`config.mk`:
```
export PLATFORM = sky130hd
export DESIGN_NAME = mul_seq_ctrl_flat
export DESIGN_NICKNAME = d
export VERILOG_FILES = /design/src/rtl/mul_seq_pkg.sv /design/src/rtl/mul_seq_ctrl_if.sv /design/src/rtl/mul_seq_opsel.sv /design/src/rtl/mul_seq_ctrl.sv /design/src/flat_wrapper.sv
export SDC_FILE = /design/constraint.sdc
export NUM_CORES = 1
export LEC_CHECK = 0
export BUFFER_PORTS_ARGS = -buffer_cell sky130_fd_sc_hd__buf_2
export CAP_MARGIN = 20
export CORE_MARGIN = 8
export CORE_UTILIZATION = 30
export DETAILED_ROUTE_END_ITERATION = 16
export GPL_TIMING_DRIVEN = 0
export PLACE_DENSITY = 0.52
export SLEW_MARGIN = 15
export SYNTH_ARGS = -nofsm -noshare
export SYNTH_HDL_FRONTEND = slang
export SYNTH_HIERARCHICAL = 1
export SYNTH_SLANG_ARGS = --single-unit
```
`constraint.sdc`:
```
create_clock -name clk -period 6.7 [get_ports clk]
set_clock_uncertainty 0.05 [all_clocks]
set_input_delay 1.005 -clock clk [delete_from_list [all_inputs] [get_ports clk]]
set_output_delay 1.005 -clock clk [all_outputs]
set_load 0.005 [all_outputs]
```
`src/rtl/mul_seq_pkg.sv`:
```
// Shared types and constants for the W x W sequential multiplier controller.
// Holds the FSM state enum, per-step operand-half selection and shift tables.
package mul_seq_pkg;

  typedef enum logic [1:0] {
    IDLE = 2'd0,
    PP   = 2'd1,
    DONE = 2'd2
  } state_e;

  // Step names: which halves of A and B feed the shared core.
  typedef enum logic [1:0] {
    STEP_LL = 2'd0,  // AL * BL
    STEP_HL = 2'd1,  // AH * BL
    STEP_LH = 2'd2,  // AL * BH
    STEP_HH = 2'd3   // AH * BH
  } step_e;

  // Bit i set: step i takes the high half of that operand.
  localparam logic [3:0] STEP_A_HI = 4'b1010;
  localparam logic [3:0] STEP_B_HI = 4'b1100;

  // Shift per step in units of HW, two bits per step, step0 in the LSBs.
  localparam logic [7:0] SHIFT_TBL = 8'b10_01_01_00;

  // Index of the first set bit of m at or above start; 4 when there is none.
  function automatic logic [2:0] first_from(logic [3:0] m, logic [2:0] start);
    logic [2:0] r;
    r = 3'd4;
    for (int i = 3; i >= 0; i--) begin
      if (m[i] && (3'(i) >= start)) r = 3'(i);
    end
    return r;
  endfunction

endpackage

```
`src/rtl/mul_seq_ctrl_if.sv`:
```
// Job and result handshake bundle between producer, controller and consumer.
// A transfer happens on a rising edge where valid and ready are both 1; the
// source holds valid and data stable until then, and ready never waits on valid.
interface mul_seq_ctrl_if #(
  parameter int W = 32
);
  logic           in_valid;
  logic           in_ready;
  logic [W-1:0]   in_a;
  logic [W-1:0]   in_b;
  logic           out_valid;
  logic           out_ready;
  logic [2*W-1:0] out_p;

  modport master (
    output in_valid, in_a, in_b, out_ready,
    input  in_ready, out_valid, out_p
  );

  modport slave (
    input  in_valid, in_a, in_b, out_ready,
    output in_ready, out_valid, out_p
  );
endinterface

```
`src/rtl/mul_seq_opsel.sv`:
```
// Operand-half selection for the shared (W/2)x(W/2) core, plus shift and next step.
// With MUL_SEQ_SKIP_ZERO_EN the next step skips partial products masked off as zero.
module mul_seq_opsel
  import mul_seq_pkg::*;
#(
  parameter int W = 32
) (
  input  logic           active,
  input  logic [1:0]     step,
  input  logic [W-1:0]   op_a,
  input  logic [W-1:0]   op_b,
`ifdef MUL_SEQ_SKIP_ZERO_EN
  input  logic [3:0]     mask,
`endif
  output logic [W/2-1:0] mul_a,
  output logic [W/2-1:0] mul_b,
  output logic [1:0]     shift_units,
  output logic [1:0]     next_step,
  output logic           last
);
  localparam int HW = W / 2;

  // Core inputs are parked at zero outside the partial-product phase.
  always_comb begin
    mul_a = '0;
    mul_b = '0;
    if (active) begin
      mul_a = STEP_A_HI[step] ? op_a[W-1:HW] : op_a[HW-1:0];
      mul_b = STEP_B_HI[step] ? op_b[W-1:HW] : op_b[HW-1:0];
    end
  end

  assign shift_units = SHIFT_TBL[{step, 1'b0} +: 2];

`ifdef MUL_SEQ_SKIP_ZERO_EN
  logic [2:0] nxt;
  assign nxt       = first_from(mask, {1'b0, step} + 3'd1);
  assign next_step = nxt[1:0];
  assign last      = nxt[2];
`else
  assign next_step = step + 2'd1;
  assign last      = (step == STEP_HH);
`endif

endmodule

```
`src/rtl/mul_seq_ctrl.sv`:
```
// W x W multiplier built from four passes through one external (W/2)x(W/2) core.
// Optional MUL_SEQ_SKIP_ZERO_EN skips partial products whose operand halves are zero.
module mul_seq_ctrl
  import mul_seq_pkg::*;
#(
  parameter int W = 32
) (
  input  logic           clk,
  input  logic           rst_n,
  mul_seq_ctrl_if.slave  bus,
  output logic           busy,
  output logic [W/2-1:0] mul_a,
  output logic [W/2-1:0] mul_b,
  input  logic [W-1:0]   mul_p,
  output state_e         dbg_state
);
  localparam int HW = W / 2;

  state_e         state_q, state_d;
  logic [1:0]     step_q, step_d;
  logic [W-1:0]   a_q, b_q;
  logic [2*W-1:0] acc_q, acc_d, p_q, pp_shifted;
  logic [1:0]     shift_units, next_step;
  logic           last, accept, acc_en;

`ifdef MUL_SEQ_SKIP_ZERO_EN
  logic [3:0] mask_q, in_mask;
  logic [2:0] first;
  // Mask bit i: both halves selected by step i are nonzero.
  assign in_mask = {(|bus.in_a[W-1:HW]) && (|bus.in_b[W-1:HW]),
                    (|bus.in_a[HW-1:0]) && (|bus.in_b[W-1:HW]),
                    (|bus.in_a[W-1:HW]) && (|bus.in_b[HW-1:0]),
                    (|bus.in_a[HW-1:0]) && (|bus.in_b[HW-1:0])};
  assign first = first_from(in_mask, 3'd0);
`endif

  mul_seq_opsel #(.W(W)) u_opsel (
    .active      (state_q == PP),
    .step        (step_q),
    .op_a        (a_q),
    .op_b        (b_q),
`ifdef MUL_SEQ_SKIP_ZERO_EN
    .mask        (mask_q),
`endif
    .mul_a       (mul_a),
    .mul_b       (mul_b),
    .shift_units (shift_units),
    .next_step   (next_step),
    .last        (last)
  );

  always_comb begin
    pp_shifted = '0;
    case (shift_units)
      2'd1:    pp_shifted = {{W{1'b0}}, mul_p} << HW;
      2'd2:    pp_shifted = {{W{1'b0}}, mul_p} << W;
      default: pp_shifted = {{W{1'b0}}, mul_p};
    endcase
  end

  always_comb begin
    state_d = state_q;
    step_d  = step_q;
    accept  = 1'b0;
    acc_en  = 1'b0;
    case (state_q)
      IDLE: begin
        if (bus.in_valid) begin
          accept = 1'b1;
`ifdef MUL_SEQ_SKIP_ZERO_EN
          if (first[2]) begin
            state_d = DONE;
          end else begin
            state_d = PP;
            step_d  = first[1:0];
          end
`else
          state_d = PP;
          step_d  = 2'd0;
`endif
        end
      end
      PP: begin
        acc_en = 1'b1;
        if (last) state_d = DONE;
        else      step_d  = next_step;
      end
      DONE: begin
        if (bus.out_ready) state_d = IDLE;
      end
      default: state_d = IDLE;
    endcase
  end

  // Sum is modulo 2^(2W); an approximate core may make it wrap.
  always_comb begin
    acc_d = acc_q;
    if (accept)      acc_d = '0;
    else if (acc_en) acc_d = acc_q + pp_shifted;
  end

  always_ff @(posedge clk or negedge rst_n) begin
    if (!rst_n) begin
      state_q <= IDLE;
      step_q  <= '0;
      acc_q   <= '0;
      a_q     <= '0;
      b_q     <= '0;
      p_q     <= '0;
`ifdef MUL_SEQ_SKIP_ZERO_EN
      mask_q  <= '0;
`endif
    end else begin
      state_q <= state_d;
      step_q  <= step_d;
      acc_q   <= acc_d;
      if (accept) begin
        a_q <= bus.in_a;
        b_q <= bus.in_b;
`ifdef MUL_SEQ_SKIP_ZERO_EN
        mask_q <= in_mask;
`endif
      end
      // Result register only moves on entry to DONE, so it holds between jobs.
      if ((state_d == DONE) && (state_q != DONE)) p_q <= acc_d;
    end
  end

  assign bus.in_ready  = (state_q == IDLE);
  assign bus.out_valid = (state_q == DONE);
  assign bus.out_p     = p_q;
  assign busy          = (state_q != IDLE);
  assign dbg_state     = state_q;

endmodule

```
`src/flat_wrapper.sv`:
```
// flat-port wrapper written by rule: the top's interface ports become plain ports
module mul_seq_ctrl_flat import mul_seq_pkg::*;
#(
  parameter int W = 32
)
  (clk, rst_n, busy, mul_a, mul_b, mul_p, dbg_state, bus_in_valid, bus_in_a, bus_in_b, bus_out_ready, bus_in_ready, bus_out_valid, bus_out_p);
  mul_seq_ctrl_if #(.W(W)) bus_i ();
  input  logic clk;
  input  logic rst_n;
  output logic busy;
  output logic [W/2-1:0] mul_a;
  output logic [W/2-1:0] mul_b;
  input  logic [W-1:0] mul_p;
  output state_e dbg_state;
  input wire logic [$bits(bus_i.in_valid)-1:0] bus_in_valid;
  input wire logic [$bits(bus_i.in_a)-1:0] bus_in_a;
  input wire logic [$bits(bus_i.in_b)-1:0] bus_in_b;
  input wire logic [$bits(bus_i.out_ready)-1:0] bus_out_ready;
  output wire logic [$bits(bus_i.in_ready)-1:0] bus_in_ready;
  output wire logic [$bits(bus_i.out_valid)-1:0] bus_out_valid;
  output wire logic [$bits(bus_i.out_p)-1:0] bus_out_p;
  assign bus_i.in_valid = bus_in_valid;
  assign bus_i.in_a = bus_in_a;
  assign bus_i.in_b = bus_in_b;
  assign bus_i.out_ready = bus_out_ready;
  assign bus_in_ready = bus_i.in_ready;
  assign bus_out_valid = bus_i.out_valid;
  assign bus_out_p = bus_i.out_p;
  mul_seq_ctrl #(.W(W)) u_core (.clk(clk), .rst_n(rst_n), .bus(bus_i), .busy(busy), .mul_a(mul_a), .mul_b(mul_b), .mul_p(mul_p), .dbg_state(dbg_state));
endmodule
```
### Yosys cells after proc, flatten, opt, wreduce, memory -nomap -nowiden

Index checks and enable logic that the tools add are counted.

| cells by class | value |
|---|---|
| multiplexer cells | 21 |
| $lt $le $gt $ge | 1 |
| div/mod/pow operators | 0 |
| equal/unequal tests | 9 |
| $mul | 0 |
| shift-type cells | 1 |
| reduce and logical (&&, ||, !) cells | 5 |
| add/subtract/negate cells | 2 |
| bitwise operators | 0 |

Operator list:

| kind | count |
|---|---|
| 64-bit 2-to-1 mux | 2 |
| 64-bit one-hot mux with 2 select lines | 1 |
| 64-bit adder | 1 |
| 16-bit 2-to-1 mux | 4 |
| 2-bit 2-to-1 mux | 5 |
| 2-bit equality test, second input constant | 4 |
| 8-bit by 4-bit variable part select with 2-bit output, first input constant | 1 |
| 2-bit inequality test, second input constant | 3 |
| 2-bit one-hot mux with 3 select lines | 1 |
| 1-bit 2-to-1 mux | 5 |
| 1-bit binary-select mux with 2-bit select | 2 |
| 2-bit by 1-bit equality test with 1-bit output, second input constant | 2 |
| 2-bit one-hot mux with 2 select lines | 1 |
| 2-bit nonzero test | 2 |
| 2-bit by 3-bit less-than comparator with 1-bit output, second input constant | 1 |
| 3-bit AND reduction | 1 |
| 2-bit by 1-bit adder with 2-bit output, second input constant | 1 |
| 2-bit logical NOT | 1 |
| 1-bit logical AND | 1 |

| word-level totals | value |
|---|---|
| flip-flop bits (word level) | 196 |
| bits in read-only memories | 0 |
| input bits | 100 |
| bits in latches | 0 |
| memories kept | 0 |
| logic and storage cells | 45 |
| RAM bits | 0 |

### Longest topological paths before layout

Gate-level depths: netlist (run 1).

| logic depth | value |
|---|---|
| word-level depth | 6 |
| mapped depth | 20 |

### Hierarchy

The synthesis (run 1) kept the hierarchy.

Modules (own cells, without submodules):

| module | area an instance (um^2) | times used | cells each | sequential area each (um^2) |
|---|---|---|---|---|
| mul_seq_ctrl | 12042.8 | 1 | 1448 | 4904.7 |
| mul_seq_opsel | 625.6 | 1 | 75 | 0.0 |

### Worst setup path after synthesis (run 1)

No wires, ideal clock.

| timing | value |
|---|---|
| path kind | register to register |
| start point | register u_core.step_q[0] |
| end point | register u_core.p_q[63] (netlist: u_core/bus.out_p[63]) |
| setup slack | 2255 ps |
| path buffers | 4 |
| period minus slack after synthesis | 4445 ps |
| stages on the path, launching flop included | 21 |
| library setup time | 125 ps |
| arrival | 4270 ps |
| cell sequence | dfrtp_1 > ha_1 > buf_4 > inv_1 > ha_1 > nor2b_1 > clkbuf_1 > clkbuf_1 > a22o_1 > ha_1 > buf_2 > nand2_2 > nor2_2 > nand3_1 > or4_4 > o211a_1 > o2111a_2 > o31ai_4 > a21oi_2 > xnor3_1 > mux2_2 |

| between the ends | value |
|---|---|
| word-level cells in the longest chain between the ends | 6 |
| elaborated cells between the ends (all ways) | 12 |
| those cells by class | 1 x add/sub; 4 x eq/ne; 1 x shift; 5 x mux; 1 x reduce/logical |

Ends and longest elaborated chain:

| item | line | text |
|---|---|---|
| start: declaration | mul_seq_ctrl.sv:20 | `logic [1:0] step_q, step_d;` |
| start signal: assignment | mul_seq_ctrl.sv:115 | `step_q <= step_d;` |
| 8-bit by 4-bit variable part select with 2-bit output * | mul_seq_opsel.sv:33 | `assign shift_units = SHIFT_TBL[{step, 1'b0} +: 2];` |
| named net u_core.shift_units[0] | mul_seq_ctrl.sv:23 | `logic [1:0] shift_units, next_step;` |
| 2-bit equality test or 2-bit by 1-bit equality test with 1-bit output (tied branches) | mul_seq_ctrl.sv:54 | `case (shift_units)` |
| 64-bit one-hot mux with 2 select lines * | mul_seq_ctrl.sv:54 |  |
| 64-bit adder * | mul_seq_ctrl.sv:99 | `else if (acc_en) acc_d = acc_q + pp_shifted;` |
| 64-bit 2-to-1 mux * | mul_seq_ctrl.sv:99 |  |
| 64-bit 2-to-1 mux * | mul_seq_ctrl.sv:98 | `if (accept) acc_d = '0;` |
| end signal: assignment | mul_seq_ctrl.sv:109 | `p_q <= '0;` |
| end signal: assignment | mul_seq_ctrl.sv:125 | `if ((state_d == DONE) && (state_q != DONE)) p_q <= acc_d;` |
| end: declaration | mul_seq_ctrl.sv:22 | `logic [2*W-1:0] acc_q, acc_d, p_q, pp_shifted;` |

Mark *: on every way through the listed nets, which the timed path passes. The rest lies on a longest branch.
A chain may end at the register's enable or synchronous reset.

### Final worst setup path (run 1)

| timing | value |
|---|---|
| start point | register u_core.step_q[1] |
| end point | register u_core.p_q[63] (netlist: u_core/bus.out_p[63]) |

The elaborated chain is that of the path after synthesis.

==> impl_metrics.toml, run 1 <==
[place]
port_buffers = 200
place_inst = 2265
dp_hpwl_mm = 39.9
place_congestion = 1.01

[pwr]
swShare_pct = 49.7
p_int_w = 0.00420
power.density_nw_per_um2 = 556
power_w = 0.00835
leakage_nw = 7.49
p_sw_w = 0.00415
irDropWorstVdd_mv = 0.188
power_frac_seq_pct = 24.4
clock_power_share_pct = 13.1
p_comb_share_pct = 62.6

[timing]
max_freq_ghz = 0.178
maxSlewHeadroom_pct = 32.1
timing.setup.tns_ns = 0
fin_crit_sh_pct = 84.0
tightest_slew_ns = 1.02
final.min_clock_period_ns = 5.63
setup_viol = 0
slew_violations = 0
rsz0062_at_grt = "no"
hold_viol_final = 0

[clock_network]
ctsHoldBuffers = 0
cts_tree = "yes"
cts_buffers = 17
post_cts_buffers = 0
htreeDepth = 4
cts.sinks = 196
insertion_delay_ns = 0.47
cts.repair.resized = 0
cts-root-buf = "clkbuf_16"
clk_pin_slew_ns = 0.08
max-clock-path-buffers = 2

[logic_synthesis]
synth_seq_area_share_pct = 38.7
synthCells = 1523
yosysTopAreaCell = "dfrtp_1"
syn_nets = 1690
synth_area_um2 = 12700
yosys.area.top_type_share_pct = 38.7
synth_edf_count = 0
avgSynthCellArea_um2 = 8.32
async_reset_ff_share_pct = 100
synth-seq-cells = 196
ys.warnings.count = 6
ys_types = 71
synthTopCellsByArea = "dfrtp_1, nand2_1, ha_1, a21oi_1, o21ai_0"
synth_ff_type = "dfrtp_1"

[run_status]
status = "completed"

[setup_path]
cp-start-kind = "flip-flop"
crit_required_ns = 7.01
cp_data_arrival_time_ns = 5.94
max_stage_delay_ns = 0.82
crit_buf_inv = 5
path_delay_family = "simple AND/OR/NAND/NOR gates"
path_cells = "ha_1, buf_4, inv_1, ha_1, nor2b_1, clkbuf_1, clkbuf_1, a22o_1, ha_1, clkbuf_1, nand4_1, nor4_1, nand2_1, o2111a_2, o31ai_4, a21oi_2, xnor3_1, mux2_2"
path_class = "flip-flop to flip-flop"
crit_path_max_fanout = 10
cpMaxStageDelayCell = "nor4_1"
cp-end-kind = "flip-flop"

[final_layout]
regArea_um2 = 4900
area.growth.synth_to_final_pct = 18.6
drive_gt1_share_pct = 16.8
multi_input_area_um2 = 7160
antenna_cells = 0
nets = 1912
fill_cells = 4489
fin_cells = 2297

[global_routing]
grt_pass1_vias = 12223
grt_max_degree = 89
grt-ovfl-total = 0
grt_pass1_wl_mm = 75.7
antenna_found_initial = 0
use_met3_pct = 4.34
grt-busiest-layer = "met2"
grt_use_met1_pct = 26.8
met2_usage_pct = 32.3
grt_usage_pct = 20.1

[run]
drv_cap = 0

[routing]
drt-initial-drc-count = 923
wl_per_cell_um = 21.9
vias = 12025
routed_wl_mm = 50.3
antenna_left = 0
drt-vias-per-instance = 5.24
drc = 0
firstDrtPassIters = 5

[die]
dieArea_um2 = 49100
die_w_um = 221
initial_core_util_pct = 30.3
ios = 201
rows = 75
core_area_um2 = 41900
die_y_um = 221

[min_path]
hp-class = "input port to async pin"
==> stage by stage <==
step	hold slack [ns]	util (%)	cell area [µm²]	setup slack, ns
2_1_floorplan	0.395	-	12700	2.26
3_3_place_gp	0.404	34.3	14300	0.927
3_5_place_dp	0.410	34.5	14400	1.25
4_1_cts	0.289	35.9	15000	1.24
5_1_grt	0.301	35.9	15000	0.868
6_report	0.314	35.9	15000	1.07
==> cells in the mapped netlist, types with 5 or more instances <==
cell / number
nand2_1: 417
dfrtp_1: 196
a21oi_1: 112
o21ai_0: 84
clkbuf_1: 67
ha_1: 66
nor2_1: 50
nor2b_1: 41
a21o_1: 40
mux2i_1: 38
and2_1: 37
a22o_1: 32
xnor2_1: 31
inv_1: 30
nand3_1: 27
nand4_1: 24
nor3_1: 24
xor2_1: 22
mux2_2: 18
o21bai_1: 15
buf_2: 12
a31oi_1: 10
a211oi_1: 8
nand2b_1: 8
and3_1: 7
buf_1: 7
buf_6: 7
o21a_1: 7
a211o_1: 6
o31ai_1: 6
or2_2: 6
a221oi_1: 5
==> placed cells by master (no fill, tap or decap), types with 7 or more instances in the layout <==
cell type / Yosys / final
a211oi_1: 8 / 8
a21o_1: 40 / 40
a21oi_1: 112 / 112
a22o_1: 32 / 32
a31oi_1: 10 / 10
and2_1: 37 / 37
and3_1: 7 / 7
buf_1: 7 / 7
buf_2: 12 / 211
buf_6: 7 / 8
clkbuf_1: 67 / 68
clkbuf_16: 0 / 17
dfrtp_1: 196 / 196
ha_1: 66 / 66
inv_1: 30 / 30
mux2_2: 18 / 18
mux2i_1: 38 / 38
nand2_1: 417 / 417
nand2b_1: 8 / 8
nand3_1: 27 / 27
nand4_1: 24 / 24
nor2_1: 50 / 50
nor2b_1: 41 / 41
nor3_1: 24 / 24
o21a_1: 7 / 7
o21ai_0: 84 / 84
o21bai_1: 15 / 15
xnor2_1: 31 / 31
xor2_1: 22 / 22
==> routing by layer <==
layer,part of all wire (%),wire length [µm]
met1,46,23100
met2,46,22900
met3,6.2,3120
met4,2.4,1180
met5,0,0
==> cell families (layout without fill, tap and decap cells) <==
kind of cell	Yosys count	count (layout)	synth area share [%]
buffers and inverters	129	364	4.73
flip-flops	196	196	38.7
adder cells (fa/ha/maj)	67	67	6.68
XOR/XNOR	54	54	3.84
multiplexers	56	56	4.60
AO/OA/AOI/OAI	357	357	18.1
AND/OR/NAND/NOR	664	664	23.4
==> state kept, by name, summed over array words and instances (netlist names) <==
register,cells
u_core/a_q,32
u_core/step_q,2
u_core/bus.out_p,64
u_core/b_q,32
u_core/dbg_state,2
u_core/acc_q,64
==> path summary, 6_finish.rpt <==
kind / startpoint / end / slack, ns / cells after the start
worst min register to register: u_core/bus.out_p[34] / u_core/bus.out_p[34] / 0.42 / 2
worst min-delay path: rst_n / u_core/bus.out_p[34] / 0.31 / 1
max in group asynchronous: rst_n / u_core/b_q[30] / 5.53 / 2
worst max-delay path: u_core/step_q[1] / u_core/bus.out_p[63] / 1.07 / 18
min in group clk: u_core/bus.out_p[34] / u_core/bus.out_p[34] / 0.42 / 2
worst max register to register: u_core/step_q[1] / u_core/bus.out_p[63] / 1.07 / 18
==> cell type report <==
type / instances / area share, %
multi-input cells: 1198 / 47.7
well taps: 539 / 4.49
flip-flops and latches: 196 / 32.6
clock inverters: 13 / 1.07
plain buffers: 99 / 3.24
repair buffers: 203 / 7.17
clock buffers: 19 / 2.95
inverters: 30 / 0.750
==> power groups by stage <==
stage,logic [W],registers [W],clock network [W]
4_1_cts,0.00523,0.00204,0.00114
3_5_place_dp,0.00520,0.00206,0
5_1_grt,0.00576,0.00210,0.00117
2_1_floorplan,0.00346,0.00199,0
3_3_place_gp,0.00518,0.00205,0
6_report,0.00523,0.00204,0.00109
No activity file was read; power rests on OpenSTA's default activity.
==> run 2: changes to the inputs <==
--- a/config.mk
+++ b/config.mk
@@ -11,7 +11,7 @@
 export CORE_UTILIZATION = 30
 export DETAILED_ROUTE_END_ITERATION = 16
 export GPL_TIMING_DRIVEN = 0
-export PLACE_DENSITY = 0.52
+export PLACE_DENSITY = 0.53
 export SLEW_MARGIN = 15
 export SYNTH_ARGS = -nofsm -noshare
 export SYNTH_HDL_FRONTEND = slang
==> constraint.sdc (replaced) <==
create_clock -name clk -period 5.05 [get_ports clk]
set_clock_uncertainty 0.05 [all_clocks]
set_input_delay 0.7575 -clock clk [delete_from_list [all_inputs] [get_ports clk]]
set_output_delay 0.7575 -clock clk [all_outputs]
set_load 0.005 [all_outputs]
==> run 2 against run 1 <==
  * Non-clock buffer count grew 4
  * Combinational power up 35%
  * Final cell count rose by 0.22%
  * Largest cell class unchanged
  * First-iteration DRC count is the same
  * Sequential power grew 33%
  * Clock power up 30%
  * Critical path depth grew 2
  * Critical endpoint unchanged
==> impl_metrics.toml, run 2 (synthesis results as in run 1) <==
[final_layout]
area.growth.synth_to_final_pct = 20.1
drive_gt1_share_pct = 18.6
fill_cells = 4475
fin_util_pct = 36.3
nets = 1916
final_cell_mix = "nand2_1, buf_2, dfrtp_1, a21oi_1, o21ai_0"
final_common_cell = "nand2_1"

[die]
dieArea_um2 = 49100
initial_core_util_pct = 30.3
core_area_um2 = 41900
die_y_um = 221
ios = 201
die_w_um = 221
rows = 75

[clock_network]
clk_pin_slew_ns = 0.08
cts-root-buf = "clkbuf_16"
cts_buffers = 17
cts_tree = "yes"
max-clock-path-buffers = 2
htreeDepth = 4
insertion_delay_ns = 0.48
cts.sinks = 196

[pwr]
leakage_nw = 7.56
power.density_nw_per_um2 = 736
irDropWorstVdd_mv = 0.262

[setup_path]
crit_buf_inv = 5
cp_data_arrival_time_ns = 5.18
r2r_slack_ns = 0.18
r2r-start = "u_core/step_q[1]"
path_delay_family = "compound AO/OA/AOI/OAI gates"
max_stage_delay_ns = 0.56
cp-end-kind = "flip-flop"
cpMaxStageDelayCell = "or4_4"
crit_required_ns = 5.37
r2r_cells = 20
crit_path_max_fanout = 10
cp-start-kind = "flip-flop"
path_class = "flip-flop to flip-flop"
path_cells = "ha_1, buf_4, inv_1, ha_4, nor2b_1, clkbuf_2, clkbuf_4, a22o_1, ha_1, clkbuf_4, nand2_2, nor2_2, nand3_1, or4_4, o211a_4, o2111a_2, o31ai_4, a21oi_2, xnor3_1, mux2_2"
r2r-end = "u_core/bus.out_p[63]"

[min_path]
hp-class = "input port to async pin"

[timing]
slew_violations = 0
fin_crit_sh_pct = 96.4
finalWorstSetupSlack_ns = 0.184
hold_viol_final = 0
tightest_slew_ns = 1.08
final.min_clock_period_ns = 4.87
rsz0062_at_grt = "no"
fin_worst_hold_slack_ns = 0.132
setup_viol = 0
timing.setup.tns_ns = 0
maxSlewHeadroom_pct = 27.6
max_freq_ghz = 0.206

[routing]
firstDrtPassIters = 6
vias = 11986
drt-initial-drc-count = 923
routed_wl_mm = 50.3
drt-vias-per-instance = 5.21
wl_per_cell_um = 21.8
drc = 0
antenna_left = 0

[run]
drv_cap = 0

[global_routing]
grt_usage_pct = 20.1
grt-ovfl-total = 0
grt_pass1_vias = 12140
grt_pass1_wl_mm = 75.6
antenna_found_initial = 2
grt_max_degree = 88

[place]
dp_slack_ns = -0.495
place_congestion = 0.988
port_buffers = 200
dp_hpwl_mm = 39.5

[run_status]
status = "completed"
## run 2: cell types whose count changed in the layout (fill, tap and decap cells not counted), sizes merged
| cell | before | now |
|---|---|---|
| clkinvlp | 0 | 1 |
| bufinv | 1 | 0 |
| clkbuf | 86 | 84 |
| clkinv | 5 | 6 |
| diode | 0 | 1 |
| buf | 235 | 240 |
## run 2: final cells by class
cell class,count,area (µm²),area share [%]
tap,539,674,4.43
clock inverter,14,156,1.03
sequential,196,4900,32.2
inverter,30,113,0.740
multi-input combinational,1198,7310,48.0
timing repair buffer,208,1110,7.33
buffer,98,500,3.29
clock buffer,18,439,2.89
antenna,1,2.50,0.0165
## run 2: timing repair
item,in CTS,in global routing
hold buffers,0,0
setup buffers,0,5
pin swaps,3,5
hold endpoints to repair,0,0
resized for setup,15,28
endpoints found under the setup margin,38,73
## run 2: per-layer routing
layer  routed length, µm  track usage [%]  vias up
met5                  12                0        -
met4                1480             6.31        2
met3                3700             5.70       78
met2               22200             31.5      452
met1               22900             26.6     5754
li1                    -                -     5700
## run 2: how the worst max path moves through the flow
stage / startpoint / slack (ns) / cells past startpoint / endpoint
finish: u_core/step_q[1] / 0.18 / 20 / u_core/bus.out_p[63]
global route: u_core/step_q[0] / 0.01 / 20 / u_core/bus.out_p[63]
CTS: u_core/step_q[1] / 0.02 / 20 / u_core/bus.out_p[63]
detailed placement: u_core/step_q[1] / -0.49 / 18 / u_core/bus.out_p[63]
global placement: u_core/step_q[1] / -0.48 / 18 / u_core/bus.out_p[63]
floorplan: u_core/step_q[0] / 0.61 / 20 / u_core/bus.out_p[63]
## run 2: report_power, final
part / switching [W] / internal [W] / total (W)
Sequential: 0.000423 / 0.00229 / 0.00271
Clock: 0.000739 / 0.000676 / 0.00142
Combinational: 0.00442 / 0.00265 / 0.00706
## run 2: through the flow
step	cell area (µm²)	total power [W]	instances
5_1_grt	15200	0.0121	2301
3_3_place_gp	14300	0.00957	2262
6_report	15200	0.0112	2302
4_1_cts	15100	0.0111	2297
3_5_place_dp	14400	0.00961	2265
2_1_floorplan	12700	0.00723	1523
==> run 3: changes to the inputs <==
--- a/config.mk
+++ b/config.mk
@@ -8,10 +8,10 @@
 export BUFFER_PORTS_ARGS = -buffer_cell sky130_fd_sc_hd__buf_2
 export CAP_MARGIN = 20
 export CORE_MARGIN = 8
-export CORE_UTILIZATION = 30
+export CORE_UTILIZATION = 50
 export DETAILED_ROUTE_END_ITERATION = 16
 export GPL_TIMING_DRIVEN = 0
-export PLACE_DENSITY = 0.53
+export PLACE_DENSITY = 0.82
 export SLEW_MARGIN = 15
 export SYNTH_ARGS = -nofsm -noshare
 export SYNTH_HDL_FRONTEND = slang
==> constraint.sdc (replaced) <==
create_clock -name clk -period 5.1 [get_ports clk]
set_clock_uncertainty 0.05 [all_clocks]
set_input_delay 0.765 -clock clk [delete_from_list [all_inputs] [get_ports clk]]
set_output_delay 0.765 -clock clk [all_outputs]
set_load 0.005 [all_outputs]
==> run 3 against run 2 <==
  * Routed wire length shrank 8.8%
  * Sequential power is essentially flat
  * Combinational power shrank 2%
  * Sequential share of layout area grew 0.64 points
  * Clock power grew 6%
  * Largest power group unchanged
  * Maximum frequency shrank 2.4%
  * First-iteration DRC count grew 37%
==> impl_metrics.toml, run 3 (synthesis results as in run 1) <==
[timing]
timing.setup.tns_ns = 0
final.min_clock_period_ns = 4.99
fin_crit_sh_pct = 97.8
max_freq_ghz = 0.201
tightest_slew_ns = 1.06
hold_viol_final = 0
slew_violations = 0
maxSlewHeadroom_pct = 29.6
setup_viol = 0

[final_layout]
stdcell_area_um2 = 14900
fin_cells = 2088
final_cell_mix = "nand2_1, buf_2, dfrtp_1, a21oi_1, o21ai_0"
fin_util_pct = 59.6
nets = 1912
area.growth.synth_to_final_pct = 17.7
final_common_cell = "nand2_1"
fill_cells = 2265
antenna_cells = 0
drive_gt1_share_pct = 17.9

[clock_network]
cts_buffers = 17
max-clock-path-buffers = 2
cts_tree = "yes"
clk_pin_slew_ns = 0.09
insertion_delay_ns = 0.45
cts-root-buf = "clkbuf_16"
htreeDepth = 4
cts.sinks = 196

[routing]
routed_wl_mm = 45.9
vias = 12321
drc = 0
wl_per_cell_um = 22.0
drt-vias-per-instance = 5.90
drt-initial-drc-count = 1267
firstDrtPassIters = 5
antenna_left = 0

[place]
place_inst = 2054
place_congestion = 1.03
dp_hpwl_mm = 35.4
place_area_um2 = 14100
port_buffers = 200

[pwr]
irDropWorstVdd_mv = 0.367
power_frac_seq_pct = 24.1
leakage_nw = 7.54
p_sw_w = 0.00555
p_comb_share_pct = 62.3
clock_power_share_pct = 13.6
swShare_pct = 49.9
power.density_nw_per_um2 = 745
p_int_w = 0.00557

[die]
die_w_um = 175
die_y_um = 175
dieArea_um2 = 30700
core_area_um2 = 25000
rows = 58
ios = 201
initial_core_util_pct = 50.6

[setup_path]
cp-end-kind = "flip-flop"
crit_path_max_fanout = 10
crit_required_ns = 5.39
cp-start-kind = "flip-flop"
cp_data_arrival_time_ns = 5.27
path_class = "flip-flop to flip-flop"

[global_routing]
antenna_found_initial = 0
grt_usage_pct = 29.6
grt_pass1_wl_mm = 70.8
grt-ovfl-total = 0
grt_max_degree = 103
grt_pass1_vias = 12454

[min_path]
hp-class = "input port to async pin"

[run_status]
status = "completed"

[run]
drv_cap = 0
run 3: cell types whose count changed in the layout (fill, tap and decap cells not counted), sizes merged:
cell,delta
diode,-1
clkinvlp,-1
inv,+4
buf,-4
clkbuf,-1
clkinv,-2
run 3: worst paths after layout:
| path | startpoint | cells after the start | endpoint | slack (ns) |
|---|---|---|---|---|
| max | u_core/step_q[1] | 20 | u_core/bus.out_p[63] | 0.11 |
| min | rst_n | 1 | u_core/acc_q[32] | 0.27 |
| max reg2reg | u_core/step_q[1] | 20 | u_core/bus.out_p[63] | 0.11 |
| min reg2reg | u_core/bus.out_p[32] | 2 | u_core/bus.out_p[32] | 0.43 |
| max in group asynchronous | rst_n | 2 | u_core/acc_q[36] | 3.71 |
| min in group clk | u_core/bus.out_p[32] | 2 | u_core/bus.out_p[32] | 0.43 |
run 3: layout make-up:
class                      count  area (µm²)  share of cell area, %
inverter                      30         113                  0.755
buffer                        99         495                   3.32
timing repair buffer         203        1050                   7.06
clock buffer                  17         425                   2.85
multi-input combinational   1198        7270                   48.7
tap                          330         413                   2.77
sequential                   196        4900                   32.9
clock inverter                15         241                   1.62
run 3: metal layers:
metal	vias up	global-route usage [%]	part of all wire (%)
met5	-	0	0
met4	0	13.4	4.4
met3	118	7.17	9.6
met2	635	46.0	45
met1	5872	38.4	41
li1	5696	-	-
run 3: worst max-delay path: stages (launching register included):
cell and delay (ns):
dfrtp_1 0.44, ha_1 0.32, buf_4 0.12, inv_1 0.04, ha_2 0.39, nor2b_1 0.07, clkbuf_1 0.15, buf_2 0.20
a22o_1 0.25, ha_1 0.28, clkbuf_4 0.20, nand2_2 0.08, nor2_2 0.15, nand3_1 0.14, or4_4 0.57, o211a_4 0.30
o2111a_2 0.31, o31ai_4 0.25, a21oi_2 0.10, xnor3_1 0.18, mux2_2 0.27
run 3: power groups by stage:
stage / Sequential (W) / Clock (W) / Combinational (W)
CTS: 0.00267 / 0.00153 / 0.00673
global placement: 0.00267 / 0 / 0.00655
finish: 0.00268 / 0.00151 / 0.00693
global route: 0.00275 / 0.00159 / 0.00755
floorplan: 0.00261 / 0 / 0.00455
detailed placement: 0.00270 / 0 / 0.00666
run 3: what timing repair did:
action	4_1_cts	5_1_grt
setup buffers	0	2
resized for setup	6	25
pin swaps	0	4
setup endpoints to repair	26	53
hold buffers	0	0
hold endpoints to repair	0	0
run 3: per-stage QoR:
step	setup slack (ns)	total power (W)	hold WS (ns)
CTS	0.00511	0.0109	0.299
global placement	-0.247	0.00922	0.401
floorplan	0.655	0.00716	0.395
detailed placement	-0.303	0.00936	0.408
global route	-0.0303	0.0119	0.315
finish	0.114	0.0111	0.269
